File: config.mk
export PLATFORM = sky130hd
export DESIGN_NAME = fpu_wb_sched
export DESIGN_NICKNAME = d
export VERILOG_FILES = /design/src/rtl/fpu_wb_sched.sv
export SDC_FILE = /design/constraint.sdc
export NUM_CORES = 1
export LEC_CHECK = 0
export BUFFER_PORTS_ARGS = -buffer_cell sky130_fd_sc_hd__clkbuf_2
export CAP_MARGIN = 20
export CORE_UTILIZATION = 49
export CTS_CLUSTER_DIAMETER = 60
export CTS_CLUSTER_SIZE = 20
export DETAILED_ROUTE_END_ITERATION = 6
export GPL_TIMING_DRIVEN = 0
export MAX_ROUTING_LAYER = met4
export PLACE_DENSITY = 0.74
export SLEW_MARGIN = 30
export SYNTH_ARGS = -nofsm -noshare
export SYNTH_HDL_FRONTEND = slang
export SYNTH_SLANG_ARGS = --single-unit
File: constraint.sdc
create_clock -name sys_clk -period 8.35 [get_ports sys_clk]
set_input_delay 1.2525 -clock sys_clk [delete_from_list [all_inputs] [get_ports sys_clk]]
set_output_delay 1.2525 -clock sys_clk [all_outputs]
set_load 0.01 [all_outputs]
File: src/rtl/fpu_wb_sched.sv
// fpu_wb_sched: issue scheduler for the FPU's fixed-latency units.
// It reserves a writeback slot per accepted op so the shared result
// port never sees two results in one cycle.
// Optional build macro: FPU_SCHED_CHECK_EN enables the unit_out_valid
// cross-check and the sticky err flag.
module fpu_wb_sched #(
    parameter int unsigned TAG_W   = 5,
    parameter int unsigned LAT_SGN = 1,
    parameter int unsigned LAT_MUL = 2,
    parameter int unsigned LAT_ADD = 3,
    parameter int unsigned LAT_DIV = 8,
    parameter int unsigned MAX_LAT = 8,
    localparam int unsigned OW     = $clog2(MAX_LAT + 1)
) (
    input  logic             sys_clk,
    input  logic             rst,
    input  logic             in_valid,
    input  logic [1:0]       in_unit,
    input  logic [TAG_W-1:0] in_tag,
    output logic             in_ready,
    output logic [3:0]       issue_valid,
    output logic             wb_valid,
    output logic [3:0]       wb_sel,
    output logic [TAG_W-1:0] wb_tag,
    output logic [OW-1:0]    outstanding,
    input  logic [3:0]       unit_out_valid,
    output logic             err
);

    typedef enum logic {DIV_IDLE, DIV_BUSY} div_state_t;

    typedef struct packed {
        logic             v;
        logic [1:0]       unit;
        logic [TAG_W-1:0] tag;
    } ent_t;

    // tbl_q[k] holds the reservation for the cycle k ahead of the current one.
    ent_t             tbl_q [1:MAX_LAT];
    ent_t             tbl_d [1:MAX_LAT];
    logic             wb_valid_q, wb_valid_d;
    logic [3:0]       wb_sel_q, wb_sel_d;
    logic [TAG_W-1:0] wb_tag_q, wb_tag_d;
    logic [OW-1:0]    outstanding_q, outstanding_d;
    div_state_t       div_state_q, div_state_d;
    logic [OW-1:0]    div_cnt_q, div_cnt_d;
    logic             err_q, err_d;

    logic [OW-1:0]    lat;
    logic             slot_busy;
    logic             div_block;
    logic             xfer;
    logic             is_div;
    ent_t             new_ent;
    ent_t             wb_ent;

    // Acceptance, steering and next-state computation for the whole scheduler.
    always_comb begin
        unique case (in_unit)
            2'd0:    lat = OW'(LAT_SGN);
            2'd1:    lat = OW'(LAT_MUL);
            2'd2:    lat = OW'(LAT_ADD);
            default: lat = OW'(LAT_DIV);
        endcase
        is_div    = (in_unit == 2'd3);
        slot_busy = tbl_q[lat].v;
        // The divider's final busy cycle is the one its result writes back,
        // so a follow-on DIV is allowed then for LAT_DIV spacing.
        div_block = is_div && (div_state_q == DIV_BUSY) && (div_cnt_q != '0);
        in_ready  = !slot_busy && !div_block;
        xfer      = in_valid && in_ready;

        issue_valid = '0;
        if (xfer) begin
            issue_valid[in_unit] = 1'b1;
        end

        new_ent = '{v: 1'b1, unit: in_unit, tag: in_tag};

        for (int unsigned k = 1; k < MAX_LAT; k++) begin
            tbl_d[k] = tbl_q[k+1];
        end
        tbl_d[MAX_LAT] = '0;

        // A latency-1 op bypasses the table and goes straight to the result regs.
        wb_ent = tbl_q[1];
        if (xfer) begin
            if (lat == OW'(1)) begin
                wb_ent = new_ent;
            end else begin
                tbl_d[lat - OW'(1)] = new_ent;
            end
        end

        wb_valid_d = wb_ent.v;
        wb_sel_d   = wb_ent.v ? (4'b0001 << wb_ent.unit) : 4'b0000;
        wb_tag_d   = wb_ent.v ? wb_ent.tag : '0;

        outstanding_d = outstanding_q;
        if (xfer && !wb_valid_q) begin
            outstanding_d = outstanding_q + OW'(1);
        end else if (!xfer && wb_valid_q) begin
            outstanding_d = outstanding_q - OW'(1);
        end

        div_state_d = div_state_q;
        div_cnt_d   = div_cnt_q;
        if (xfer && is_div) begin
            div_state_d = DIV_BUSY;
            div_cnt_d   = OW'(LAT_DIV - 1);
        end else if (div_state_q == DIV_BUSY) begin
            if (div_cnt_q == '0) begin
                div_state_d = DIV_IDLE;
            end else begin
                div_cnt_d = div_cnt_q - OW'(1);
            end
        end

`ifdef FPU_SCHED_CHECK_EN
        err_d = err_q || (unit_out_valid != wb_sel_q);
`else
        err_d = 1'b0;
`endif
    end

`ifndef FPU_SCHED_CHECK_EN
    logic unused_unit_out_valid;
    assign unused_unit_out_valid = ^unit_out_valid;
`endif

    // All scheduler state, with synchronous reset.
    always_ff @(posedge sys_clk) begin
        if (rst) begin
            for (int unsigned k = 1; k <= MAX_LAT; k++) begin
                tbl_q[k] <= '0;
            end
            wb_valid_q    <= 1'b0;
            wb_sel_q      <= '0;
            wb_tag_q      <= '0;
            outstanding_q <= '0;
            div_state_q   <= DIV_IDLE;
            div_cnt_q     <= '0;
            err_q         <= 1'b0;
        end else begin
            for (int unsigned k = 1; k <= MAX_LAT; k++) begin
                tbl_q[k] <= tbl_d[k];
            end
            wb_valid_q    <= wb_valid_d;
            wb_sel_q      <= wb_sel_d;
            wb_tag_q      <= wb_tag_d;
            outstanding_q <= outstanding_d;
            div_state_q   <= div_state_d;
            div_cnt_q     <= div_cnt_d;
            err_q         <= err_d;
        end
    end

    assign wb_valid    = wb_valid_q;
    assign wb_sel      = wb_sel_q;
    assign wb_tag      = wb_tag_q;
    assign outstanding = outstanding_q;
    assign err         = err_q;

endmodule
# After elaboration in Yosys (flattened, before gate mapping)
# Memory sizes are Yosys's and may differ from the RTL's.
# Cells that the tools add are included.
# word_totals
reg_bits	19
ram_bits	64
inputBits	14
output_inout_bits	20
elab_cells	85
mem_count	1
# memory_table
memory	words	word_bits	rd	rd_ports_with_merged_regs	write_ports	line	rtl
tbl_q	8	8	9	0	8	39	ent_t tbl_q [1:MAX_LAT];
# op_classes
n_addsub	4
order_cmp	4
n_eq_ne	5
shift	1
muxes	30
bitwise_logic	11
n_reduce_logical	22
# ops
cell	count
$mux W64	2
$mux W8	11
$bwmux W64	1
$demux W8 S4	1
$mux W4	3
$pmux W4 S3	1
$sub A4 B1 Y4 const B	3
$logic_and A1 B1 Y1	9
$mux W3	3
$or A1 B1 Y1	8
$mux W1	7
$ge A5 B5 Y1 const B	1
$lt A5 B1 Y1 const B	1
$not A4 Y5	1
$add A4 B1 Y4 const B	1
$eq A2 B2 Y1 const B	2
$eq A4 B1 Y1 const B	1
$logic_not A1 Y1	4
$logic_not A4 Y1	1
$reduce_and A2 Y1	2
$reduce_bool A2 Y1	2
$reduce_bool A4 Y1	1
$reduce_or A2 Y1	2
$shl A1 B2 Y4 const A	1
other kinds (7)	8

# Longest topological paths before layout
# logic_depth
depth_word	12
mapped_depth	13
mapped_depth_nobuf	12

# Worst setup path after synthesis
# Ideal clock, no wire load.
# synth_timing
path_kind	input-to-output
startpoint	in in_unit[0]
endpoint	out issue_valid[3]
arrival_time_ns	2.752
required_time_ns	7.098
setup_slack_ns	4.346
cell_stages	7
n_path_buf	1
cell_sequence	inv_1 ha_1 or4b_1 o211ai_2 clkbuf_8 nand4_1 inv_1
# synth_via
elab_chain_cells	7
word_cells_on_any_way	18
classes_between	2 x order compare; 3 x eq/ne; 4 x mux; 8 x reduce/logical; 1 x memory
# synth_rtl
item	line	rtl
start, declared	18	input logic [1:0] in_unit,
$eq A2 B2 Y1, or another cell as far along	59	unique case (in_unit)
$pmux W4 S3 or $logic_and A1 B1 Y1 (tied branches)	59, 69	
$mem_v2 Z8 W8 or $logic_and A1 B1 Y1 (tied branches)	-	
$logic_not A1 Y1	70	in_ready = !slot_busy && !div_block;
$logic_and A1 B1 Y1	70	
$logic_and A1 B1 Y1	71	xfer = in_valid && in_ready;
$mux W4 *	74	if (xfer) begin
end, declared	21	output logic [3:0] issue_valid,
# Every way passes the cells marked *; elsewhere a longest branch is shown, timed or not.

# Final worst setup path
# Same ends and word-level chain as after synthesis.

==> flow_metrics.tcl <==
set metrics [dict create \
    final_cells 437 \
    ys_ff_latch 83 \
    setup_viol 0 \
    dr.first_iter.drc_count 85 \
    io_buffer_count 28 \
    grt_max_degree 15 \
    critPathKind "in2out" \
    tritoncts "yes" \
    placed_area_mm2 0.00351 \
    netlist_area_mm2 0.00325 \
    synth_compound_area_frac 0.0856 \
    clock-root-buffer "clkbuf_8" \
    critPathArrivalTime_ns 3.35 \
    finalCritPeriodShare 0.551 \
    fillCellCount 568 \
    drv_cap 0 \
    antenna_found_initial 0 \
    synth_common_cells "83 x dfxtp_1, 29 x mux2i_1, 21 x nand2b_1, 18 x nor2_1, 17 x nor2b_1" \
    max_freq_ghz 0.217 \
    cts_inserted_buffers 9 \
    first_pass_iters 4 \
    crit_chain "clkbuf_2 > inv_1 > ha_1 > or4b_1 > o211ai_2 > clkbuf_8 > nand4_1 > inv_1 > clkbuf_2" \
    slowest_delay_ns 0.58 \
    die_x_um 83.4 \
    hold_path_class "reg2reg" \
    p_total_mw 0.797 \
    synth_xor_area_frac 0.0135 \
    fin_skew_ns 0.0102 \
    crit_required_ns 7.10 \
    clock_path_buffers 2 \
    cp-endpoint "issue_valid[3]" \
    grt_usage 0.168 \
    yosysSeqAreaShare 0.512 \
    peakVddDrop_mv 0.138 \
    synth_top_family_by_area "simple AND/OR/NAND/NOR gates" \
    wl_per_cell_um 12.1 \
    hold_viol 0 \
    io_pins 34 \
    drc 0 \
    place_inst 421 \
    end_kind "primary output" \
    setup_tns_ns 0 \
    synth_top_area_frac 0.512 \
    drt-vias-per-instance 4.89 \
    synthFlopType "dfxtp_1" \
    relSlewSlack 0.630 \
    antenna_cells 0 \
    hpwl_um 3930 \
    ant_nets 0 \
    ctsHoldBuffers 0 \
    drv_slew 0 \
    worst_pin_slew_ns 0.556 \
    clkSinkCount 83 \
    synth_area_per_cell_um2 10.5 \
    startpoint_type "primary input" \
    fin_nets 381 \
    synth-simple-area-share 0.199 \
    rrSetupSlack_ns 5.34 \
    status "complete, no violations" \
    ff_latch_area_mm2 0.00166 \
    grt_pass1_vias 1892 \
    syn-instance-count 308 \
    async_flop_share 0 \
    synth_cell_types 46 \
    grt-ovfl-total 0 \
    min_period_ns 4.60 \
    power_density_mw_per_mm2 215 \
    synth-edff-count 0 \
    preCtsSetupSlack_ns 3.76 \
    synthMuxAreaShare 0.0975 \
    post-cts-setup-buffers 0 \
    cts_resized 0 \
    yosys_warnings 0 \
    crit_fanout 10 \
    layout_setup_ws_ns 3.75 \
    cts_max_level 3 \
    synth.largest_area_cell "dfxtp_1" \
    yosysMostFrequentCell "dfxtp_1" \
    synthTopCellsByArea "dfxtp_1 51%, mux2i_1 8.9%, ha_1 4.2%" \
    final_cell_area_mm2 0.00371 \
    utilization 0.581 \
    place.gp.congestion 0.783 \
    std_cell_rows 29 \
    grt_pass1_wl_um 8800 \
    r2r-start "div_cnt_q[0]" \
    core_mm2 0.00639 \
    area_delta_synth_final_pct 14.4 \
    die_area_mm2 0.00695 \
    r2r_end "outstanding[3]" \
    num_vias 2135 \
    drive_gt1_frac 0.175 \
    initial_core_util 0.508 \
    r2r_cells 13 \
    clk_pin_slew_ns 0.08 \
    leakage_nw 1.69 \
    multi_input_area_mm2 0.00148 \
    rsz0062_at_grt "false" \
    clk_latency_ns 0.34 \
    synth_fa_ha_area_frac 0.0486 \
    fp.dieH_um 83.4 \
    cp_slowest_cell "or4b_1" \
    critPathLaunch "in_unit[0]" \
    wl_um 5290 \
    worst_hold_slack_ns 0.435 \
]
state kept, by name, indices dropped and copies added (netlist names):
name,cells
tbl_q,64
outstanding,4
wb_valid,1
wb_sel,4
div_cnt_q,4
div_state_q,1
wb_tag,5
worst min path at each step:
stage | start | endpoint | depth (start not counted)
finish | tbl_q[5][6] | tbl_q[4][6] | 1
global route | tbl_q[4][5] | tbl_q[3][5] | 1
CTS | tbl_q[6][7] | tbl_q[5][7] | 2
detailed placement | tbl_q[5][6] | tbl_q[4][6] | 1
global placement | tbl_q[6][7] | tbl_q[5][7] | 2
floorplan | tbl_q[6][7] | tbl_q[5][7] | 2
cell type report:
cell class / count / share of cell area
buffer: 15 / 0.0229
clock buffer: 10 / 0.0371
clock inverter: 6 / 0.0169
inverter: 14 / 0.0142
multi-input combinational: 204 / 0.398
sequential: 83 / 0.448
tap: 77 / 0.0260
timing repair buffer: 28 / 0.0377
report_power, final:
group | switching [mW] | leakage (nW) | total (mW) | internal, mW
Clock | 0.139 | 0.107 | 0.286 | 0.147
Combinational | 0.0498 | 0.908 | 0.0900 | 0.0401
Sequential | 0.00861 | 0.678 | 0.421 | 0.412
kinds of logic after synthesis:
family | Yosys count
compound gates | 38
fa+ha+maj | 12
buf+inv | 29
other cells | 1
mux | 31
xor+xnor | 5
flops | 83
simple gates | 109
placed cells by master (no fill, tap or decap), drive strengths merged, types with 2 or more instances in the layout:
cell,n
nor2,18
a2111oi,2
conb,9
mux2,2
o211ai,3
nand4,2
nand3b,16
inv,16
nand3,5
and3,3
mux2i,29
buf,4
and2,3
dfxtp,83
clkinv,3
ha,11
a21oi,12
o21ai,16
nand2b,21
xor2,3
nor2b,17
nand2,12
clkbuf,48
a31oi,2
xnor2,2
or2,2
nor3,3
routing by layer:
layer / global-route usage / vias to the layer above / routed length, um
met5: - / - / 0
met4: 0.0564 / 0 / 72
met3: 0.0547 / 5 / 254
met2: 0.255 / 40 / 2400
met1: 0.210 / 974 / 2560
li1: - / 1116 / -
critical path: cells and delay by family:
family	cells	cell delay, ns
buffers and inverters	5	0.83
AOI/OAI and AO/OA	1	0.11
adders and majority gates	1	0.35
and+or+nand+nor	2	0.79
Power figures use the tool's default switching activity.
